`config.mk`:
```
export PLATFORM = sky130hd
export DESIGN_NAME = hs_fifo
export DESIGN_NICKNAME = d
export VERILOG_FILES = /design/src/rtl/hs_fifo_pkg.sv /design/src/rtl/hs_fifo_mem.sv /design/src/rtl/hs_fifo.sv
export SDC_FILE = /design/constraint.sdc
export NUM_CORES = 1
export LEC_CHECK = 0
export BUFFER_PORTS_ARGS = -buffer_cell sky130_fd_sc_hd__buf_2
export CAP_MARGIN = 20
export CORE_MARGIN = 2
export CORE_UTILIZATION = 60
export CTS_BUF_LIST = sky130_fd_sc_hd__clkbuf_2
export CTS_CLUSTER_SIZE = 40
export DETAILED_ROUTE_END_ITERATION = 10
export PLACE_DENSITY = 0.89
export SYNTH_ARGS = -nofsm -noshare
export SYNTH_HDL_FRONTEND = slang
export SYNTH_SLANG_ARGS = --single-unit
```
`constraint.sdc`:
```
create_clock -name clk -period 2.4 [get_ports clk]
set_input_delay 0.48 -clock clk [delete_from_list [all_inputs] [get_ports clk]]
set_output_delay 0.48 -clock clk [all_outputs]
set_load 0.02 [all_outputs]
```
`src/rtl/hs_fifo_pkg.sv`:
```
// Shared types for hs_fifo: handshake FSM encodings, status flag bundle, clog2 helper.
package hs_fifo_pkg;

  typedef enum logic {TX_IDLE, TX_ACK} tx_state_t;

  typedef enum logic [1:0] {RX_IDLE, RX_VALID, RX_WAIT} rx_state_t;

  typedef struct packed {
    logic empty;
    logic full;
    logic almost_empty;
    logic almost_full;
  } flags_t;

  function automatic int clog2(input int v);
    int r;
    r = 0;
    for (int i = 0; i < 31; i++)
      if ((1 << i) < v) r = i + 1;
    return r;
  endfunction

endpackage

```
`src/rtl/hs_fifo_mem.sv`:
```
// Register-array storage for hs_fifo: one synchronous write port, one asynchronous read port.
module hs_fifo_mem #(
  parameter int WIDTH = 8,
  parameter int DEPTH = 5,
  parameter int AW    = 3
) (
  input  logic             clk,
  input  logic             we,
  input  logic [AW-1:0]    waddr,
  input  logic [WIDTH-1:0] wdata,
  input  logic [AW-1:0]    raddr,
  output logic [WIDTH-1:0] rdata
);

  logic [WIDTH-1:0] mem [DEPTH];

  always_ff @(posedge clk)
    if (we) mem[waddr] <= wdata;

  assign rdata = mem[raddr];

endmodule

```
`src/rtl/hs_fifo.sv`:
```
// Four-phase handshake FIFO with registered head word and status flags.
// Optional macro HS_FIFO_FLUSH_EN adds a synchronous flush input.
module hs_fifo
  import hs_fifo_pkg::*;
#(
  parameter int WIDTH         = 8,
  parameter int DEPTH         = 5,
  parameter int AFULL_THRESH  = DEPTH - 1,
  parameter int AEMPTY_THRESH = 1
) (
  input  logic                       clk,
  input  logic                       rst,
  input  logic                       tx_rdy,
  input  logic [WIDTH-1:0]           in_data,
  output logic                       tx_done,
  output logic                       rx_rdy,
  input  logic                       rx_done,
  output logic [WIDTH-1:0]           out_data,
  output logic                       empty,
  output logic                       full,
  output logic                       almost_empty,
  output logic                       almost_full,
  output logic [clog2(DEPTH+1)-1:0]  count
`ifdef HS_FIFO_FLUSH_EN
  ,
  input  logic                       flush
`endif
);

  localparam int PW = clog2(DEPTH);
  localparam int CW = clog2(DEPTH + 1);
  localparam logic [CW-1:0] AF_TH = CW'(AFULL_THRESH);
  localparam logic [CW-1:0] AE_TH = CW'(AEMPTY_THRESH);
  localparam logic [PW-1:0] LAST  = PW'(DEPTH - 1);

`ifndef HS_FIFO_FLUSH_EN
  logic flush;
  assign flush = 1'b0;
`endif

  tx_state_t        tx_st;
  rx_state_t        rx_st;
  logic [PW-1:0]    wr_ptr, rd_ptr;
  logic [WIDTH-1:0] rd_word;
  logic             push, pop, wr_en;
  logic [CW-1:0]    count_nxt;
  flags_t           flags_nxt;

  // Push qualifies on the registered full flag, so a same-edge pop cannot free a slot early.
  assign push  = (tx_st == TX_IDLE) && tx_rdy && !full;
  assign pop   = (rx_st == RX_VALID) && rx_done && !flush;
  assign wr_en = push && !flush;

  function automatic logic [PW-1:0] ptr_inc(input logic [PW-1:0] p);
    return (p == LAST) ? '0 : p + PW'(1);
  endfunction

  always_comb begin
    count_nxt = count;
    if (wr_en && !pop)      count_nxt = count + CW'(1);
    else if (!wr_en && pop) count_nxt = count - CW'(1);
    flags_nxt.empty        = (count_nxt == '0);
    flags_nxt.full         = (count_nxt == CW'(DEPTH));
    flags_nxt.almost_empty = (count_nxt <= AE_TH);
    flags_nxt.almost_full  = (count_nxt >= AF_TH);
  end

  hs_fifo_mem #(.WIDTH(WIDTH), .DEPTH(DEPTH), .AW(PW)) u_mem (
    .clk   (clk),
    .we    (wr_en),
    .waddr (wr_ptr),
    .wdata (in_data),
    .raddr (rd_ptr),
    .rdata (rd_word)
  );

  always_ff @(posedge clk) begin
    if (rst) begin
      tx_st        <= TX_IDLE;
      rx_st        <= RX_IDLE;
      tx_done      <= 1'b0;
      rx_rdy       <= 1'b0;
      out_data     <= '0;
      wr_ptr       <= '0;
      rd_ptr       <= '0;
      count        <= '0;
      empty        <= 1'b1;
      full         <= 1'b0;
      almost_empty <= 1'b1;
      almost_full  <= 1'b0;
    end else begin
      case (tx_st)
        TX_IDLE:
          if (push) begin
            tx_done <= 1'b1;
            tx_st   <= TX_ACK;
          end else begin
            tx_done <= 1'b0;
          end
        TX_ACK:
          if (!tx_rdy) begin
            tx_done <= 1'b0;
            tx_st   <= TX_IDLE;
          end
        default: tx_st <= TX_IDLE;
      endcase

      case (rx_st)
        RX_IDLE:
          if (!empty) begin
            out_data <= rd_word;
            rx_rdy   <= 1'b1;
            rx_st    <= RX_VALID;
          end else begin
            rx_rdy <= 1'b0;
          end
        RX_VALID:
          if (rx_done) begin
            rx_rdy <= 1'b0;
            rx_st  <= RX_WAIT;
          end
        RX_WAIT:
          if (!rx_done) rx_st <= RX_IDLE;
        default: rx_st <= RX_IDLE;
      endcase

      if (wr_en) wr_ptr <= ptr_inc(wr_ptr);
      if (pop)   rd_ptr <= ptr_inc(rd_ptr);
      count        <= count_nxt;
      empty        <= flags_nxt.empty;
      full         <= flags_nxt.full;
      almost_empty <= flags_nxt.almost_empty;
      almost_full  <= flags_nxt.almost_full;

      // Flush wins over everything on the storage/RX side; TX still acknowledges.
      if (flush) begin
        wr_ptr       <= '0;
        rd_ptr       <= '0;
        count        <= '0;
        empty        <= 1'b1;
        full         <= 1'b0;
        almost_empty <= 1'b1;
        almost_full  <= 1'b0;
        rx_rdy       <= 1'b0;
        rx_st        <= RX_IDLE;
      end
    end
  end

endmodule

```
# Word-level counts from Yosys, hierarchy flattened
# Memory sizes are Yosys's and may differ from the RTL's. A register that Yosys moved wholly into a read port is not among the register bits.
# Cells that the tools add are included.
# totals
ff_bits,18
ram_bits,40
n_memories,1
# mem_list
memory,depth,width,read_ports,rd_ports_with_merged_regs,wr,line_no,text
u_mem.mem,5,8,1,1,1,hs_fifo_mem.sv:15,logic [WIDTH-1:0] mem [DEPTH];
# classes
add_sub_neg,4
n_lt_le_gt_ge,2
n_eq_ne,9
mux,17
bitwise_logic,2
n_reduce_logical,14
# op_table
operator,count
3-bit two-way mux,4
"3-bit by 1-bit adder with 3-bit output, second input constant",3
"3-bit == test, second input constant",3
"2-bit inequality test, second input constant",4
1-bit two-way mux,6
2-bit two-way mux,3
1-bit one-hot mux with 2 select lines,3
2-bit one-hot mux with 3 select lines,1
1-bit logical AND,5
2-bit AND reduction,2
"3-bit >= comparator, second input constant",1
"3-bit by 1-bit less-or-equal comparator with 1-bit output, second input constant",1
1-bit logical NOT,3
3-bit logical NOT,1
3-bit AND reduction,1
"3-bit by 1-bit subtractor with 3-bit output, second input constant",1
"2-bit by 1-bit == test with 1-bit output, second input constant",1
"2-bit == test, second input constant",1
2-bit logical NOT,1
1-bit inverter,2
2-bit nonzero test,1

# Logic depth before layout (Yosys ltp)
# depth
depth_word,8
mapped_depth,7
mapped_depth_nobuf,6

# Cells and area by module
# A second synthesis with hierarchy kept.
# unflattened
hier_cells,214
hier_area_um2,2700.1
# by_module_without_submodules
mod,instances,cells_per_inst,area_per_inst_um2,seq_area_each_um2
hs_fifo_mem,1,92,1616.6,1201.2
hs_fifo,1,122,1083.5,500.5

# Worst setup path before layout
# Ideal clock, no wire load.
# synth_timing
kind,input-to-reg
start,input tx_rdy
end,memory u_mem.mem[1][0] (enable)
setup_time_ps,395
arrival_time_ps,1794
t_required_ps,2005
path_slack_ps,212
path_stages,3
path_buffers,1
path_cell_list,or3b_1 > buf_6 > nor4_1
# synth_via
elab_chain_cells,4
# synth_rtl
item,line_no,text
from (decl),hs_fifo.sv:13,"input logic tx_rdy,"
1-bit logical AND (2 in series),hs_fifo.sv:50,assign push = (tx_st == TX_IDLE) && tx_rdy && !full;
1-bit two-way mux,hs_fifo_mem.sv:18,if (we) mem[waddr] <= wdata;
1-bit two-way mux (not written as such),hs_fifo_mem.sv:18,
to (decl),hs_fifo_mem.sv:15,
# No other way between the ends.

# Worst setup path after layout
# layout_timing
start,register tx_st
end,register empty
# layout_via
elab_chain_cells,8
# layout_rtl
item,line_no,text
from (decl),hs_fifo.sv:41,tx_state_t tx_st;
from (signal assigned),hs_fifo.sv:79,tx_st <= TX_IDLE;
from (signal assigned),hs_fifo.sv:96,tx_st <= TX_ACK;
from (signal assigned),hs_fifo.sv:103,tx_st <= TX_IDLE;
1-bit inverter *,n/a,
1-bit logical AND * (2 in series),hs_fifo.sv:50,
1-bit logical NOT,hs_fifo.sv:61,else if (!wr_en && pop) count_nxt = count - CW'(1);
1-bit logical AND,hs_fifo.sv:61,
3-bit two-way mux,hs_fifo.sv:61,
3-bit two-way mux *,hs_fifo.sv:60,if (wr_en && !pop) count_nxt = count + CW'(1);
3-bit logical NOT *,hs_fifo.sv:62,flags_nxt.empty = (count_nxt == '0);
to (signal assigned),hs_fifo.sv:130,empty <= flags_nxt.empty;
to (decl),hs_fifo.sv:19,"output logic empty,"
# Mark *: on every way between the ends. The rest lies on a longest branch, timed or not.
# A chain may end at the register's enable or synchronous reset.

==> metrics <==
clk_lat worst skew 0.49 ns; DR WL/cell 17.5 µm; synth unique cells 38; DRT iter0 DRCs 83; number of synthesized flops with an enable pin 40; met1 GRT Util 23.7%; RSZ-0062 raised after global routing no; post-layout util 71.3%; CTS Root Cell clkbuf_2; Congestion Overflow GR 0; Global Route met2 Usage 35.8%; synthesis-stage register bit count 65; cell taking the most area after synthesis edfxtp_1; slew margin rel. 60.8%; Ports 29; drt drc 0; Pwr Density 906 mW/mm²; synthesized cell area 0.00260 mm²; final hold violations 0; Worst EP arrival 2.27 ns; input/output buffers 28; Antenna Nets Post-Route 0; post-synth top area share 46.2%; post-synthesis compound-gate area fraction 5.92%; hold crit path type input pin to register; Layout area overhead 12.2%; largest family of logic cells by synthesized area multiplexers; critical path class register to register; CTS tree yes; Worst-path clk slew 0.18 ns; Detailed Place HPWL 3290 µm; Starting Density 63.6%; crit path max fanout 10; post-CTS setup buffers 0; vias in the first global route 1613; pin count of the biggest net entering global routing 23; cell with the most instances after synthesis edfxtp_1; syn_nets 195; setup TNS 0 ns; H-tree depth 3; DR pass1 iterations 4; Top Usage Layer GRT met2; number of max-cap violations 0; cts repair resizes 0; Post-Synthesis Cells 177; register area share after synthesis 65.5%; Leakage Power 1.06 nW; first-pass GRT wire length 7490 µm; HP Start in_data[2]; Slew Limit Fails 0; Die Span X 69.8 µm; Die H 69.8 µm; hold buffers post-CTS 0; Die ar. 0.00487 mm²; mux cell area share after synthesis 10.8%; Synth Flop Type edfxtp_1; num rows 23; gr usage total 20.9%; worst reg2reg path startpoint tx_st$_SDFF_PP0_; Worst setup EP type register; fraction of registers with async set/reset 0%; FMAX 544 MHz; CORE AREA 0.00409 mm²; met3 Use GR 6.25%; layout cell share with drive strength beyond 1 30.6%; total wire length 4700 µm; crit path time final 1.84 ns; antenna violations before repair 0; Final setup viols 0; worst slew pin tran 0.587 ns; Max VDD drop 621 µV; outcome complete, no violations; post-synthesis adder-cell area fraction 3.71%; clk buf depth 2; diodes inserted 0; top cells by count, synth 40 x edfxtp_1, 25 x dfxtp_1, 18 x nor2_1, 9 x a211oi_1, 9 x mux2i_1; vias per inst 5.71; vias 1536; Num CTS Buffers 9; Final Skew 0.0258 ns; syn avg cell area 14.7 µm²; fin crit share 76.5%; gpl congestion 0.758; Synth area leaders edfxtp_1 46%, dfxtp_1 19%, mux4_2 6.9%, mux2i_1 3.5%, ha_1 2.9%; Startpoint Class register; Post-Synth Simple-Gate Area 9.87%; Yosys warnings 0; Final Net Count 232; Worst EP required 2.83 ns; CTS sink cnt 65; post-synthesis xor/xnor area fraction 1.35%; Worst Setup SP tx_st$_SDFF_PP0_
==> where the power goes <==
part,switching (W),total (W),internal [W]
Clock,0.000380,0.000628,0.000247
Combinational,0.000363,0.000617,0.000254
Sequential,0.0000869,0.00139,0.00131
==> final timing paths <==
kind | slack [ns] | endpoint | depth (start not counted)
worst min-delay path | 0.21 | u_mem.mem[0][2]$_DFFE_PP_ | 1
worst min register to register | 0.48 | tx_done$_SDFFE_PP0P_ | 1
worst max-delay path | 0.56 | empty$_SDFF_PP1_ | 5
worst max register to register | 0.56 | empty$_SDFF_PP1_ | 5
==> metal layers <==
| layer | wire length, µm | vias to the layer above |
|---|---|---|
| met5 | 0 | - |
| li1 | - | 736 |
| met3 | 269 | 12 |
| met1 | 1920 | 741 |
| met4 | 93 | 0 |
| met2 | 2420 | 47 |
==> layout by cell type, fill, tap and decap left out, types with 3 or more instances in the layout <==
| cell type | n |
|---|---|
| o21ai_0 | 3 |
| nor4_1 | 4 |
| a211oi_1 | 9 |
| nand3b_1 | 3 |
| nor2_1 | 18 |
| buf_4 | 7 |
| xnor2_1 | 4 |
| dfxtp_1 | 25 |
| inv_1 | 6 |
| clkbuf_2 | 11 |
| edfxtp_1 | 40 |
| ha_1 | 6 |
| mux4_2 | 8 |
| mux2i_1 | 9 |
| a21oi_1 | 7 |
| buf_2 | 28 |
| nand2_1 | 4 |
==> sequential cells by signal, indices dropped and copies added (netlist names), 2 cells and up <==
signal     flops
u_mem.mem     40
out_data       8
wr_ptr         3
count          2
rd_ptr         3
rx_st          2
==> cells by family (layout without fill, tap and decap cells) <==
family                   count (synthesis)  in the layout
AO/OA/AOI/OAI                           22             22
buffers and inverters                   15             57
flip-flops                              65             65
XOR/XNOR                                 4              4
AND/OR/NAND/NOR                         45             45
multiplexers                            18             18
adder cells (fa/ha/maj)                  8              8
==> through the flow <==
stage / setup slack (ns) / power (W) / hold slack, ns / instances / area [µm²]
after floorplan: 0.212 / 0.00184 / 0.478 / 177 / 2600
after global placement: 0.438 / 0.00199 / 0.441 / 253 / 2800
after detailed placement: 0.364 / 0.00204 / 0.450 / 253 / 2800
after CTS: 0.563 / 0.00266 / 0.180 / 269 / 2910
after global routing: 0.463 / 0.00277 / 0.169 / 269 / 2910
final: 0.563 / 0.00264 / 0.209 / 269 / 2910
==> layout make-up <==
class,count,area [µm²]
flip-flops and latches,65,1700
fillers,277,1170
multi-input cells,97,823
repair buffers,35,193
well taps,50,62.6
clock inverters,5,56.3
clock buffers,11,55.1
inverters,6,22.5
==> critical path, cell delays in order (launching register included) <==
cell     delay [ns]
dfxtp_1        0.37
or3b_1         0.53
and3_4         0.24
a31oi_4        0.16
mux2_2         0.38
nor3_2         0.10
Power figures use the tool's default switching activity.
